$ cat src/rtl/pn_token_tx.sv
// PN token initiator: buffers host tokens, serialises them, collects results.
// Optional pre-send structure check enabled by defining PN_STRUCT_CHECK_EN.
module pn_token_tx #(
    parameter int MAX_TOK = 12,
    parameter int TIMEOUT = 1024,
    parameter int TO_W    = 11
) (
    input  logic        clk,
    input  logic        rst_n,
    input  logic        load_valid,
    input  logic        load_operator,
    input  logic [2:0]  load_value,
    output logic        load_ready,
    input  logic        start,
    input  logic [1:0]  start_mode,
    output logic        busy,
    output logic        done,
    output logic        err,
    output logic [1:0]  err_code,
    output logic [1:0]  pn_mode,
    output logic        pn_operator,
    output logic [2:0]  pn_in,
    output logic        pn_in_valid,
    input  logic        pn_out_valid,
    input  logic [31:0] pn_out,
    output logic        res_valid,
    output logic [31:0] res_data,
    output logic [1:0]  res_idx
);
    localparam int CW = $clog2(MAX_TOK + 1);
    localparam int DW = CW + 1;

    typedef enum logic [2:0] {IDLE, CHECK, SEND, WAIT_RES, DONE} state_t;

    state_t          state, state_n;
    logic [CW-1:0]   cnt, cnt_n, idx, idx_n, cnt_ld;
    logic [1:0]      mode_q, mode_n;
    logic [2:0]      rcv, rcv_n, exp_res;
    logic [TO_W-1:0] tmr, tmr_n;
    logic [1:0]      ec_n, pn_mode_n;
    logic            pn_op_n, pn_iv_n, res_valid_n;
    logic [2:0]      pn_in_n;
    logic [31:0]     res_data_n;
    logic [1:0]      res_idx_n;
    logic            ld, len_ok;

    logic [MAX_TOK-1:0] tok_op;
    logic [2:0]         tok_val [MAX_TOK];

    assign load_ready = (state == IDLE) && (cnt < CW'(MAX_TOK));
    assign ld         = load_valid && load_ready;
    assign cnt_ld     = cnt + CW'(ld);
    assign busy       = (state != IDLE);
    assign done       = (state == DONE);
    assign err        = done && (err_code != 2'd0);
    assign exp_res    = mode_q[1] ? 3'd1 : 3'(cnt / CW'(3));

    always_comb begin
        if (start_mode[1]) begin
            len_ok = cnt_ld[0];
        end else begin
            len_ok = (cnt_ld >= CW'(3)) && (cnt_ld % CW'(3) == '0)
                  && (cnt_ld <= CW'(12));
        end
    end

`ifdef PN_STRUCT_CHECK_EN
    logic struct_ok;

    // Modes 2/3 scan operand/operator depth; modes 0/1 check slot positions.
    always_comb begin
        logic [CW-1:0] p;
        logic [DW-1:0] d;
        logic          bad;
        p   = '0;
        d   = '0;
        bad = 1'b0;
        for (int i = 0; i < MAX_TOK; i++) begin
            if (CW'(i) < cnt) begin
                if (mode_q[1]) begin
                    p = mode_q[0] ? CW'(i) : cnt - CW'(i + 1);
                    if (!tok_op[p]) begin
                        d = d + 1'b1;
                    end else if (d < DW'(2)) begin
                        bad = 1'b1;
                    end else begin
                        d = d - 1'b1;
                    end
                end else begin
                    p = CW'(i % 3);
                    if (tok_op[CW'(i)] != (p == (mode_q[0] ? CW'(2) : CW'(0))))
                        bad = 1'b1;
                end
            end
        end
        if (mode_q[1] && d != DW'(1)) bad = 1'b1;
        struct_ok = !bad;
    end
`endif

    always_comb begin
        state_n     = state;
        cnt_n       = cnt;
        idx_n       = idx;
        mode_n      = mode_q;
        rcv_n       = rcv;
        tmr_n       = tmr;
        ec_n        = err_code;
        pn_mode_n   = '0;
        pn_op_n     = 1'b0;
        pn_in_n     = '0;
        pn_iv_n     = 1'b0;
        res_valid_n = 1'b0;
        res_data_n  = res_data;
        res_idx_n   = res_idx;
        unique case (state)
            IDLE: begin
                cnt_n = cnt_ld;
                if (start) begin
                    mode_n = start_mode;
                    rcv_n  = '0;
                    tmr_n  = '0;
                    ec_n   = 2'd0;
                    idx_n  = CW'(1);
                    if (!len_ok) begin
                        state_n = DONE;
                        ec_n    = 2'd1;
                        cnt_n   = '0;
                    end else begin
`ifdef PN_STRUCT_CHECK_EN
                        state_n = CHECK;
`else
                        // An empty buffer means token 0 arrives this cycle.
                        state_n   = SEND;
                        pn_iv_n   = 1'b1;
                        pn_mode_n = start_mode;
                        pn_op_n   = (cnt == '0) ? load_operator : tok_op[0];
                        pn_in_n   = (cnt == '0) ? load_value : tok_val[0];
`endif
                    end
                end
            end
`ifdef PN_STRUCT_CHECK_EN
            CHECK: begin
                if (struct_ok) begin
                    state_n   = SEND;
                    pn_iv_n   = 1'b1;
                    pn_mode_n = mode_q;
                    pn_op_n   = tok_op[0];
                    pn_in_n   = tok_val[0];
                end else begin
                    state_n = DONE;
                    ec_n    = 2'd2;
                end
            end
`endif
            SEND: begin
                if (idx < cnt) begin
                    pn_iv_n = 1'b1;
                    pn_op_n = tok_op[idx];
                    pn_in_n = tok_val[idx];
                    idx_n   = idx + CW'(1);
                end else begin
                    state_n = WAIT_RES;
                    tmr_n   = '0;
                end
            end
            WAIT_RES: begin
                tmr_n = tmr + 1'b1;
                if (pn_out_valid) begin
                    res_valid_n = 1'b1;
                    res_data_n  = pn_out;
                    res_idx_n   = rcv[1:0];
                    rcv_n       = rcv + 3'd1;
                end
                if (pn_out_valid && rcv_n == exp_res) begin
                    state_n = DONE;
                end else if (tmr == TO_W'(TIMEOUT - 1)) begin
                    state_n = DONE;
                    ec_n    = 2'd3;
                end
            end
            DONE: begin
                state_n = IDLE;
                cnt_n   = '0;
            end
            default: state_n = IDLE;
        endcase
    end

    always_ff @(posedge clk or negedge rst_n) begin
        if (!rst_n) begin
            state       <= IDLE;
            cnt         <= '0;
            idx         <= '0;
            mode_q      <= '0;
            rcv         <= '0;
            tmr         <= '0;
            err_code    <= '0;
            pn_mode     <= '0;
            pn_operator <= 1'b0;
            pn_in       <= '0;
            pn_in_valid <= 1'b0;
            res_valid   <= 1'b0;
            res_data    <= '0;
            res_idx     <= '0;
        end else begin
            state       <= state_n;
            cnt         <= cnt_n;
            idx         <= idx_n;
            mode_q      <= mode_n;
            rcv         <= rcv_n;
            tmr         <= tmr_n;
            err_code    <= ec_n;
            pn_mode     <= pn_mode_n;
            pn_operator <= pn_op_n;
            pn_in       <= pn_in_n;
            pn_in_valid <= pn_iv_n;
            res_valid   <= res_valid_n;
            res_data    <= res_data_n;
            res_idx     <= res_idx_n;
        end
    end

    always_ff @(posedge clk or negedge rst_n) begin
        if (!rst_n) begin
            tok_op <= '0;
            for (int i = 0; i < MAX_TOK; i++) tok_val[i] <= '0;
        end else if (ld) begin
            tok_op[cnt]  <= load_operator;
            tok_val[cnt] <= load_value;
        end
    end
endmodule

$ cat config.mk
export PLATFORM = sky130hd
export DESIGN_NAME = pn_token_tx
export DESIGN_NICKNAME = d
export VERILOG_FILES = /design/src/rtl/pn_token_tx.sv
export SDC_FILE = /design/constraint.sdc
export NUM_CORES = 1
export LEC_CHECK = 0
export CAP_MARGIN = 20
export CORE_ASPECT_RATIO = 1.4
export CORE_MARGIN = 1.5
export CORE_UTILIZATION = 40
export CTS_CLUSTER_SIZE = 14
export DETAILED_ROUTE_END_ITERATION = 12
export GPL_ROUTABILITY_DRIVEN = 0
export MAX_ROUTING_LAYER = met4
export PLACE_DENSITY = 0.76
export SLEW_MARGIN = 10
export SYNTH_ARGS = -nofsm -noshare
export SYNTH_HDL_FRONTEND = slang
export SYNTH_SLANG_ARGS = --single-unit
$ cat constraint.sdc
create_clock -name clk -period 3.3 [get_ports clk]
set_input_delay 0.66 -clock clk [delete_from_list [all_inputs] [get_ports clk]]
set_output_delay 0.66 -clock clk [all_outputs]
set_load 0.02 [all_outputs]
==> impl_metrics.py <==
metrics = {
    "outcome": {
        "status": "completed",
    },
    "synthesis": {
        "synth_edf_count": 0,
        "avgSynthCellArea_um2": 12.1,
        "synth_top_cell_area_share": 0.509,
        "synth_cells": 481,
        "synth_flop_cell": "dfrtp_1",
        "synthArstFlopShare": 1.00,
        "synthesis.nets": 536,
        "synthTopCellsByArea": "dfrtp_1 51%, mux2_2 16%, mux4_2 4.7%",
        "post-synth-top-count-cell": "dfrtp_1",
        "yosys_warnings": 0,
        "yosys.cell_types.count": 56,
        "synth-seq-area-share": 0.509,
        "synth-seq-cells": 118,
        "synth_area_leader_cell": "dfrtp_1",
        "syn_area_mm2": 0.00580,
        "ys_top_cells_by_count": "118 x dfrtp_1, 82 x mux2_2, 41 x nand2_1, 29 x nor2_1, 19 x inv_1",
    },
    "clock_tree": {
        "root_buffer": "clkbuf_16",
        "clock_latency_ns": 0.41,
        "ctsLongestPathBuffers": 2,
        "clk_pin_slew_ns": 0.06,
        "cts_max_level": 4,
        "cts.sink_count": 118,
        "cts_buffers": 17,
        "cts_tree": "yes",
    },
    "floorplanning": {
        "rows": 51,
        "io-pin-count": 91,
        "die_h_um": 145,
        "core_mm2": 0.0140,
        "initial_core_util": 0.413,
        "die_w_um": 105,
        "die_area_mm2": 0.0152,
    },
    "setup_path": {
        "rr_startpoint": "state[1]",
        "crit_fanout": 5,
        "start_kind": "flip-flop",
        "path_cells": "nor2_4 -> nand3b_1 -> a21oi_2 -> ha_4 -> ha_4 -> or3b_4 -> o31ai_4 -> ha_2 -> inv_2 -> ha_4 -> nor2b_4 -> o211ai_1 -> o211ai_1 -> o31ai_4 -> buf_4 -> nand3_2 -> and3_4",
        "path_depth": 17,
        "cpPeakStageDelay_ns": 0.41,
        "cp.buffers_inverters": 2,
        "r2r_end": "state[2]",
        "worstPathRequired_ns": 3.60,
        "cp_top_family": "simple AND/OR/NAND/NOR gates",
        "cp-end-kind": "flip-flop",
        "critPathArrivalTime_ns": 3.55,
        "ff2ff_path_depth": 17,
        "critical_path_class": "reg -> reg",
        "cp_common_cell": "ha_4",
        "regToRegSetupSlack_ns": 0.05,
        "slowest_stage": "dfrtp_1",
    },
    "final_layout": {
        "drive_gt1_frac": 0.292,
        "nets": 657,
        "syn_to_final_growth_pct": 33.3,
        "insertedDiodeCount": 0,
    },
    "timing": {
        "max_freq_mhz": 308,
        "period_needed_ns": 3.25,
        "worst_pin_slew_ns": 0.737,
        "max_slew_margin": 0.509,
        "fin_skew_ns": 0.00639,
        "slew_viol_final": 0,
        "timing.final.ws_setup_ns": 0.0492,
        "setup_violations": 0,
        "finalCritPeriodShare": 0.985,
        "grt_setup_unrepaired": "yes",
        "report.final.hold_viol_count": 0,
    },
    "place": {
        "dp_hpwl_mm": 10.4,
        "pre_cts_ws_ns": -0.565,
        "port_buffers": 90,
    },
    "global_routing": {
        "antenna_found_initial": 0,
        "grt_pass1_vias": 4676,
        "grt-ovfl-total": 0,
        "grt_pass1_wl_mm": 23.9,
        "grt_max_degree": 59,
        "track_usage": 0.204,
    },
    "flow_run": {
        "max_cap_viol_count": 0,
    },
    "power": {
        "vdd_ir_drop_max_v": 0.000345,
        "power.density_mw_per_mm2": 819,
        "p_leak_nw": 3.47,
        "power.total_mw": 6.33,
    },
    "route": {
        "drt_iter0_markers": 260,
        "vias": 4420,
        "routed_wl_mm": 14.5,
        "routedWlPerCell_um": 18.1,
        "post-route-drc-count": 0,
        "drt-pass1-iter-count": 8,
        "ant_nets": 0,
        "vias_per_cell": 5.53,
    },
    "min_path": {
        "hold_path.class": "in -> async",
    },
}
-- registers in the layout, summed over array words and instances (netlist names) --
register	cells
tmr	11
pn_in_valid	1
res_data	32
pn_in	3
tok_val	36
cnt	4
mode_q	1
pn_mode	2
tok_op	12
idx	4
res_idx	2
res_valid	1
state	3
err_code	2
rcv	3
pn_operator	1
-- report_power, final --
group | leakage (nW) | total [mW] | internal [mW] | switching, mW
Clock | 0.270 | 1.74 | 1.12 | 0.621
Sequential | 1.58 | 2.12 | 1.87 | 0.256
Combinational | 1.62 | 2.46 | 1.25 | 1.21
Total | 3.47 | 6.33 | 4.24 | 2.09
-- per-layer routing --
metal  GRT usage  routed length, um
met2       0.361               8030
met3      0.0443                522
met4      0.0979                532
met1       0.213               5410
met5           -                  0
-- layout make-up --
cell class | instances | area, um^2
Clock inverter | 9 | 104
Clock buffer | 22 | 454
Fill cell | 1135 | 6310
Multi-Input combinational cell | 321 | 2760
Timing Repair Buffer | 123 | 1140
Sequential cell | 118 | 2950
Tap cell | 185 | 231
Inverter | 21 | 78.8
-- stage by stage --
stage / instances / instance area [um^2] / TNS, ns / hold slack [ns] / util
after detailed placement: 764 / 7080 / -6.76 / 0.479 / 0.504
after CTS: 797 / 7680 / 0 / 0.345 / 0.547
after global routing: 799 / 7730 / -0.455 / 0.382 / 0.550
after global placement: 764 / 7080 / -5.40 / 0.472 / 0.504
final: 799 / 7730 / 0 / 0.320 / 0.550
after floorplan: 481 / 5830 / -0.0419 / 0.364 / -
-- worst reg2reg max path, stage by stage, from the launching register on --
cell and delay [ns]:
dfrtp_1 0.41, nor2_4 0.13, nand3b_1 0.10, a21oi_2 0.19
ha_4 0.20, ha_4 0.13, or3b_4 0.38, o31ai_4 0.07
ha_2 0.21, inv_2 0.04, ha_4 0.15, nor2b_4 0.12
o211ai_1 0.16, o211ai_1 0.17, o31ai_4 0.31, buf_4 0.17
nand3_2 0.05, and3_4 0.15
-- cells in the final DEF, fill, tap and decap left out, types with 7 or more instances in the layout --
cell             Yosys  layout
mux4_2              12      12
nand2b_1             8       8
a21oi_1              9       8
o22ai_1              7       7
mux2_2              82      82
clkbuf_16            0      17
xnor2_1              7       7
clkdlybuf4s50_1      0      88
inv_1               19      18
nand2_1             41      41
ha_1                12       8
buf_4                1      34
dfrtp_1            118     118
mux2i_1              9       9
o21ai_0             15      14
nor2_1              29      29
o31ai_1              9       9
nand3_1             10       9
-- kinds of logic after synthesis --
group / Yosys count / synth area share
DFF: 118 / 0.509
AOI/OAI and AO/OA: 77 / 0.0939
and+or+nand+nor: 121 / 0.105
buffers and inverters: 42 / 0.0304
xor gates and xnor gates: 8 / 0.0145
adders and majority gates: 12 / 0.0259
muxes: 103 / 0.221
-- worst max path at each step --
stage               start     endpoint  slack, ns
2_1_floorplan  load_valid  err_code[0]      -0.04
3_3_place_gp   load_valid  err_code[0]      -0.48
3_5_place_dp   load_valid       cnt[0]      -0.57
4_1_cts          state[0]     state[2]        0.1
5_1_grt          state[1]     state[2]       -0.1
6_report         state[1]     state[2]       0.05
-- timing repair --
item | 4_1_cts | 5_1_grt
endpoints found under the setup margin | 13 | 12
resized for setup | 6 | 7
setup buffers | 2 | 2
pin swaps | 6 | 9
hold buffers | 0 | 0
Power figures use the tool's default switching activity.
==> patch 1 (same flow settings) <==
`res_data` no longer has a reset.
--- a/src/rtl/pn_token_tx.sv
+++ b/src/rtl/pn_token_tx.sv
@@ -203,5 +203,4 @@
             pn_in_valid <= 1'b0;
             res_valid   <= 1'b0;
-            res_data    <= '0;
             res_idx     <= '0;
         end else begin
@@ -218,7 +217,10 @@
             pn_in_valid <= pn_iv_n;
             res_valid   <= res_valid_n;
-            res_data    <= res_data_n;
             res_idx     <= res_idx_n;
         end
+    end
+
+    always_ff @(posedge clk) begin
+        res_data <= res_data_n;
     end
 
Check against the original RTL: differs if rst_n is asserted again (counterexample within 4 cycles, from zero or initial values and one cycle with rst_n low); with rst_n held inactive, the same outputs for 4 cycles.
==> patch 1 against the original RTL <==
- the run now ends with setup timing left
- power is 1.9% lower
- combinational power is 3% lower
- worst setup slack worse by 430 ps
- area after synthesis is 2.3% lower
- clock skew is 8.1 ps higher
- final cell count is 4.6% lower
- design area is 1.2% lower
- sequential cell count stayed put
- sequential power is 4% lower
- first-iteration DRC count is 23% lower
- wire length is 3.6% lower
- utilization is 0.11 points higher
==> patch 1: results <==
metrics = {
    "finish": {
        "fill_cells": 1137,
        "drive_gt1_share_pct": 28.1,
        "reg_top3": "tok_val: 36 flops, res_data: 32 flops, tok_op: 12 flops",
        "fin_nets": 620,
    },
    "status": {
        "status": "finished, violations left",
        "violations": "setup timing",
    },
    "worst_setup_path": {
        "reg2reg_from": "state[0]",
        "critPathLaunch": "state[0]",
        "ff2ff_path_depth": 15,
        "worstPathArrival_ps": 4000,
    },
    "synthesis": {
        "synth_compound_area_share_pct": 10.1,
        "synth_cell_types": 62,
        "syn_area_per_cell_um2": 12.6,
        "synthTopCellsByCount": "dfrtp_1 (86), mux2_2 (51), edfxtp_1 (32)",
        "ys_async_sr_fraction_pct": 72.9,
        "synth_edf_count": 32,
        "synth_mux_area_share_pct": 16.3,
        "synthXorXnorAreaFrac_pct": 1.08,
        "syn-num-nets": 503,
        "synth_seq_area_share_pct": 55.0,
        "synth_area_leaders": "dfrtp_1 (38%), edfxtp_1 (17%), mux2_2 (10%)",
        "synth_fa_ha_area_share_pct": 2.65,
    },
    "routing": {
        "dr.pass1.iters": 4,
        "wire_per_inst_um": 18.3,
        "viasPerCell": 5.43,
        "drtIter0Drc": 200,
    },
    "pwr": {
        "irDropWorstVdd_uv": 455,
        "static-leakage-power_nw": 3.24,
    },
    "sta": {
        "fin_setup_tns_ps": -3840,
        "finalSetupViolCount": 13,
        "worst_slack_ps": -382,
    },
    "placement": {
        "place_hpwl_um": 9760,
        "placed_area_um2": 6870,
    },
    "global_routing": {
        "antenna_found_initial": 0,
        "grt_max_degree": 87,
        "grt_pass1_wl_um": 23000,
    },
    "cts": {
        "post_cts_buffers": 5,
        "cts_resized": 17,
    },
}
[patch 1: how the worst min path moves through the flow]
stage	endpoint	slack [ps]	depth (start not counted)
6_report	tok_val[7]	230	1
5_1_grt	tok_val[5]	290	1
4_1_cts	tok_val[7]	480	1
3_5_place_dp	tok_val[4]	490	1
3_3_place_gp	tmr[10]	470	1
2_1_floorplan	cnt[0]	360	0
[patch 1: per-layer routing]
layer | GRT usage [%] | wire length [µm] | up-vias
met5 | - | 0 | -
met3 | 5.44 | 733 | 18
met1 | 22.4 | 5550 | 2074
met2 | 36.6 | 7410 | 150
met4 | 7.53 | 278 | 0
li1 | - | - | 1896
[patch 1: critical path: stages (launching register included)]
cell       delay [ps]
dfrtp_1           390
or2_4             260
a2111oi_4         300
ha_2              300
ha_4              140
or3b_4            370
o31a_1            130
inv_1              70
ha_2              170
inv_2              40
ha_4              240
nor2b_4           150
nor3_2             60
a21o_1            190
o41a_1            470
o32ai_2           290
[patch 1: area by class of cell]
class / count / area [µm²] / share of cell area [%]
clock buffers: 20 / 437 / 5.72
clock inverters: 11 / 134 / 1.75
inverters: 18 / 67.6 / 0.885
multi-input cells: 289 / 2510 / 32.8
flip-flops and latches: 118 / 3110 / 40.8
well taps: 185 / 231 / 3.03
repair buffers: 121 / 1150 / 15.0
[patch 1: per-stage QoR]
stage	hold slack (ps)	worst slack, ps	power, mW	utilization [%]	std cells
finish	232	-382	6.21	55.2	762
global route	286	-525	6.54	55.2	762
CTS	481	-367	6.15	54.3	757
detailed placement	491	-1120	4.24	49.6	721
global placement	470	-920	4.14	49.6	721
floorplan	364	-407	3.53	-	448
[patch 1: power by group]
group          internal (mW)  leakage (nW)  switching, mW
logic                   1.16          1.52           1.22
registers               1.81          1.44          0.234
clock network           1.17         0.277          0.624
total                   4.13          3.24           2.08
==> patch 2 (same settings) <==
Without the edit above. Set the parameter `TO_W` to 13 (it was 11).
--- a/src/rtl/pn_token_tx.sv
+++ b/src/rtl/pn_token_tx.sv
@@ -4,5 +4,5 @@
     parameter int MAX_TOK = 12,
     parameter int TIMEOUT = 1024,
-    parameter int TO_W    = 11
+    parameter int TO_W    = 13
 ) (
     input  logic        clk,
Formal check against the unedited RTL: no difference found for any inputs over 4 cycles, from zero or initial values and one cycle with rst_n low; that may be too few to reach the edited logic, so the function may still have changed.
==> patch 2 against the original RTL <==
- the flow now finishes with violations (setup timing)
- wire length increased by 3.3%
- fmax decreased by 10%
- worst setup slack got worse by 360 ps
- via count increased by 0.29%
- hold slack improved by 7.6 ps
- design area increased by 1.9%
- global-route usage increased by 0.54 points
- utilization decreased by 0.28 points
- area after synthesis increased by 1.1%
- power increased by 2.6%
- final cell count increased by 0.50%
- sequential cell count increased by 2
- die area increased by 1.1%
- critical endpoint is now err_code[0]
==> patch 2: results <==
metrics = {
    "status": {
        "status": "finished, violations left",
        "violations": "setup timing",
    },
    "routing": {
        "route.vias.total": 4433,
        "drtIter0Drc": 266,
        "drt_wl_total_um": 15000,
        "dr.pass1.iters": 5,
    },
    "worst_setup_path": {
        "crit_slowest_cell": "dfrtp_1",
        "worstPathArrival_ps": 3890,
        "critPathLaunch": "state[0]",
        "slowest_delay_ps": 370,
        "path_max_fanout": 8,
        "timing.rr.end": "err_code[0]",
        "critical_path_class": "register to register",
        "ff2ff_path_depth": 18,
    },
    "global_routing": {
        "grt_max_degree": 65,
        "antenna_found_initial": 0,
        "use_met1_pct": 22.7,
        "grt_usage_pct": 20.9,
        "first_global_vias": 4774,
        "grt_pass1_wl_um": 24500,
        "grt_use_met2_pct": 37.6,
        "use_met3_pct": 4.02,
    },
    "cts": {
        "cts_buffer_depth": 2,
        "insertion_delay_ps": 410,
        "cts_buffers": 17,
        "clk_pin_slew_ps": 60,
    },
    "sta": {
        "finalSetupViolCount": 13,
        "max_slew_margin_pct": 51.5,
        "worst_slack_ps": -311,
        "finClkSkew_ps": 7.58,
    },
    "finish": {
        "fin_nets": 656,
        "drive_gt1_share_pct": 32.2,
        "reg_top3": "tok_val: 36 flops, res_data: 32 flops, tmr: 13 flops",
    },
    "synthesis": {
        "synthTopCellsByCount": "dfrtp_1 (120), mux2_2 (83), nand2_1 (28), o21ai_0 (28), nor2_1 (22)",
        "synth_mux_area_share_pct": 22.1,
        "synthXorXnorAreaFrac_pct": 1.05,
        "synth_compound_area_share_pct": 9.11,
        "yosys_warnings": 0,
        "ys_async_sr_fraction_pct": 100,
        "synth_seq_area_share_pct": 51.2,
        "syn-num-nets": 537,
        "synth_cell_types": 59,
        "synth_fa_ha_area_share_pct": 2.56,
        "synth_area_leaders": "dfrtp_1 (51%), mux2_2 (16%), mux4_2 (4.6%)",
    },
    "placement": {
        "place_hpwl_um": 10300,
        "place.port_buffers": 90,
    },
    "pwr": {
        "irDropWorstVdd_uv": 363,
        "static-leakage-power_nw": 3.44,
    },
    "floorplan": {
        "die_width_um": 105,
    },
}
## patch 2: cell types whose count changed after synthesis, moves of 3 or more
cell      delta
xnor2_1      -4
xor2_1       +4
o31ai_1      -6
nand2_1     -13
a21oi_1      +4
a22o_1       +6
buf_2        -3
nand4_1      +4
a21boi_0     -3
o21ai_0     +13
o41ai_1      -3
nand2b_1     -3
nor2_1       -7
## patch 2: layout make-up
class	instances	area [µm²]
flip-flops and latches	120	3000
repair buffers	124	1170
well taps	189	236
clock inverters	13	169
inverters	22	85.1
fillers	1163	6500
clock buffers	19	443
multi-input cells	316	2770
## patch 2: repair_timing
action | 4_1_cts | 5_1_grt
hold buffers | 0 | 0
endpoints found under the setup margin | 13 | 13
gates cloned | 0 | 0
buffers inserted | 6 | 3
pin swaps | 9 | 7
resized for setup | 12 | 4
## patch 2: through the flow
step | instances | area, µm² | setup TNS, ps | worst slack, ps | hold slack [ps]
finish | 803 | 7880 | -3440 | -311 | 327
global placement | 762 | 7110 | -6900 | -597 | 475
detailed placement | 762 | 7110 | -9500 | -798 | 485
CTS | 800 | 7820 | -1880 | -185 | 342
floorplan | 482 | 5900 | -4250 | -431 | 364
global route | 803 | 7880 | -4880 | -415 | 376
## patch 2: routing by layer
metal | share of wire (%) | routed length [µm]
met5 | 0 | 0
met4 | 2.1 | 316
met3 | 4.2 | 623
met2 | 57 | 8490
met1 | 37 | 5550
## patch 2: how the worst min path moves through the flow
stage	slack (ps)	to	cells after the start	startpoint
2_1_floorplan	360	cnt[0]	0	rst_n
3_3_place_gp	470	tmr[9]	1	tmr[9]
3_5_place_dp	480	tmr[9]	1	tmr[9]
4_1_cts	340	res_data[18]	1	rst_n
5_1_grt	380	res_data[30]	1	rst_n
6_report	330	tmr[7]	1	rst_n
## patch 2: logic make-up (layout without fill, tap and decap cells)
logic type / Yosys count / after routing
muxes: 104 / 104
AOI/OAI and AO/OA: 84 / 84
adders and majority gates: 12 / 12
DFF: 120 / 120
xor gates and xnor gates: 7 / 7
buffers and inverters: 46 / 178
and+or+nand+nor: 109 / 109
## patch 2: worst max-delay path: cells and delay by family (launching register included)
kind                     cells  cell delay, ps
buffers and inverters        3             230
AO/OA/AOI/OAI                4             670
adder cells (fa/ha/maj)      3             650
flip-flops                   1             370
AND/OR/NAND/NOR              8            1560
## patch 2: where the power goes
group          internal (mW)  switching [mW]
combinational           1.24            1.17
sequential              1.90           0.284
clock                   1.21           0.690
total                   4.35            2.15
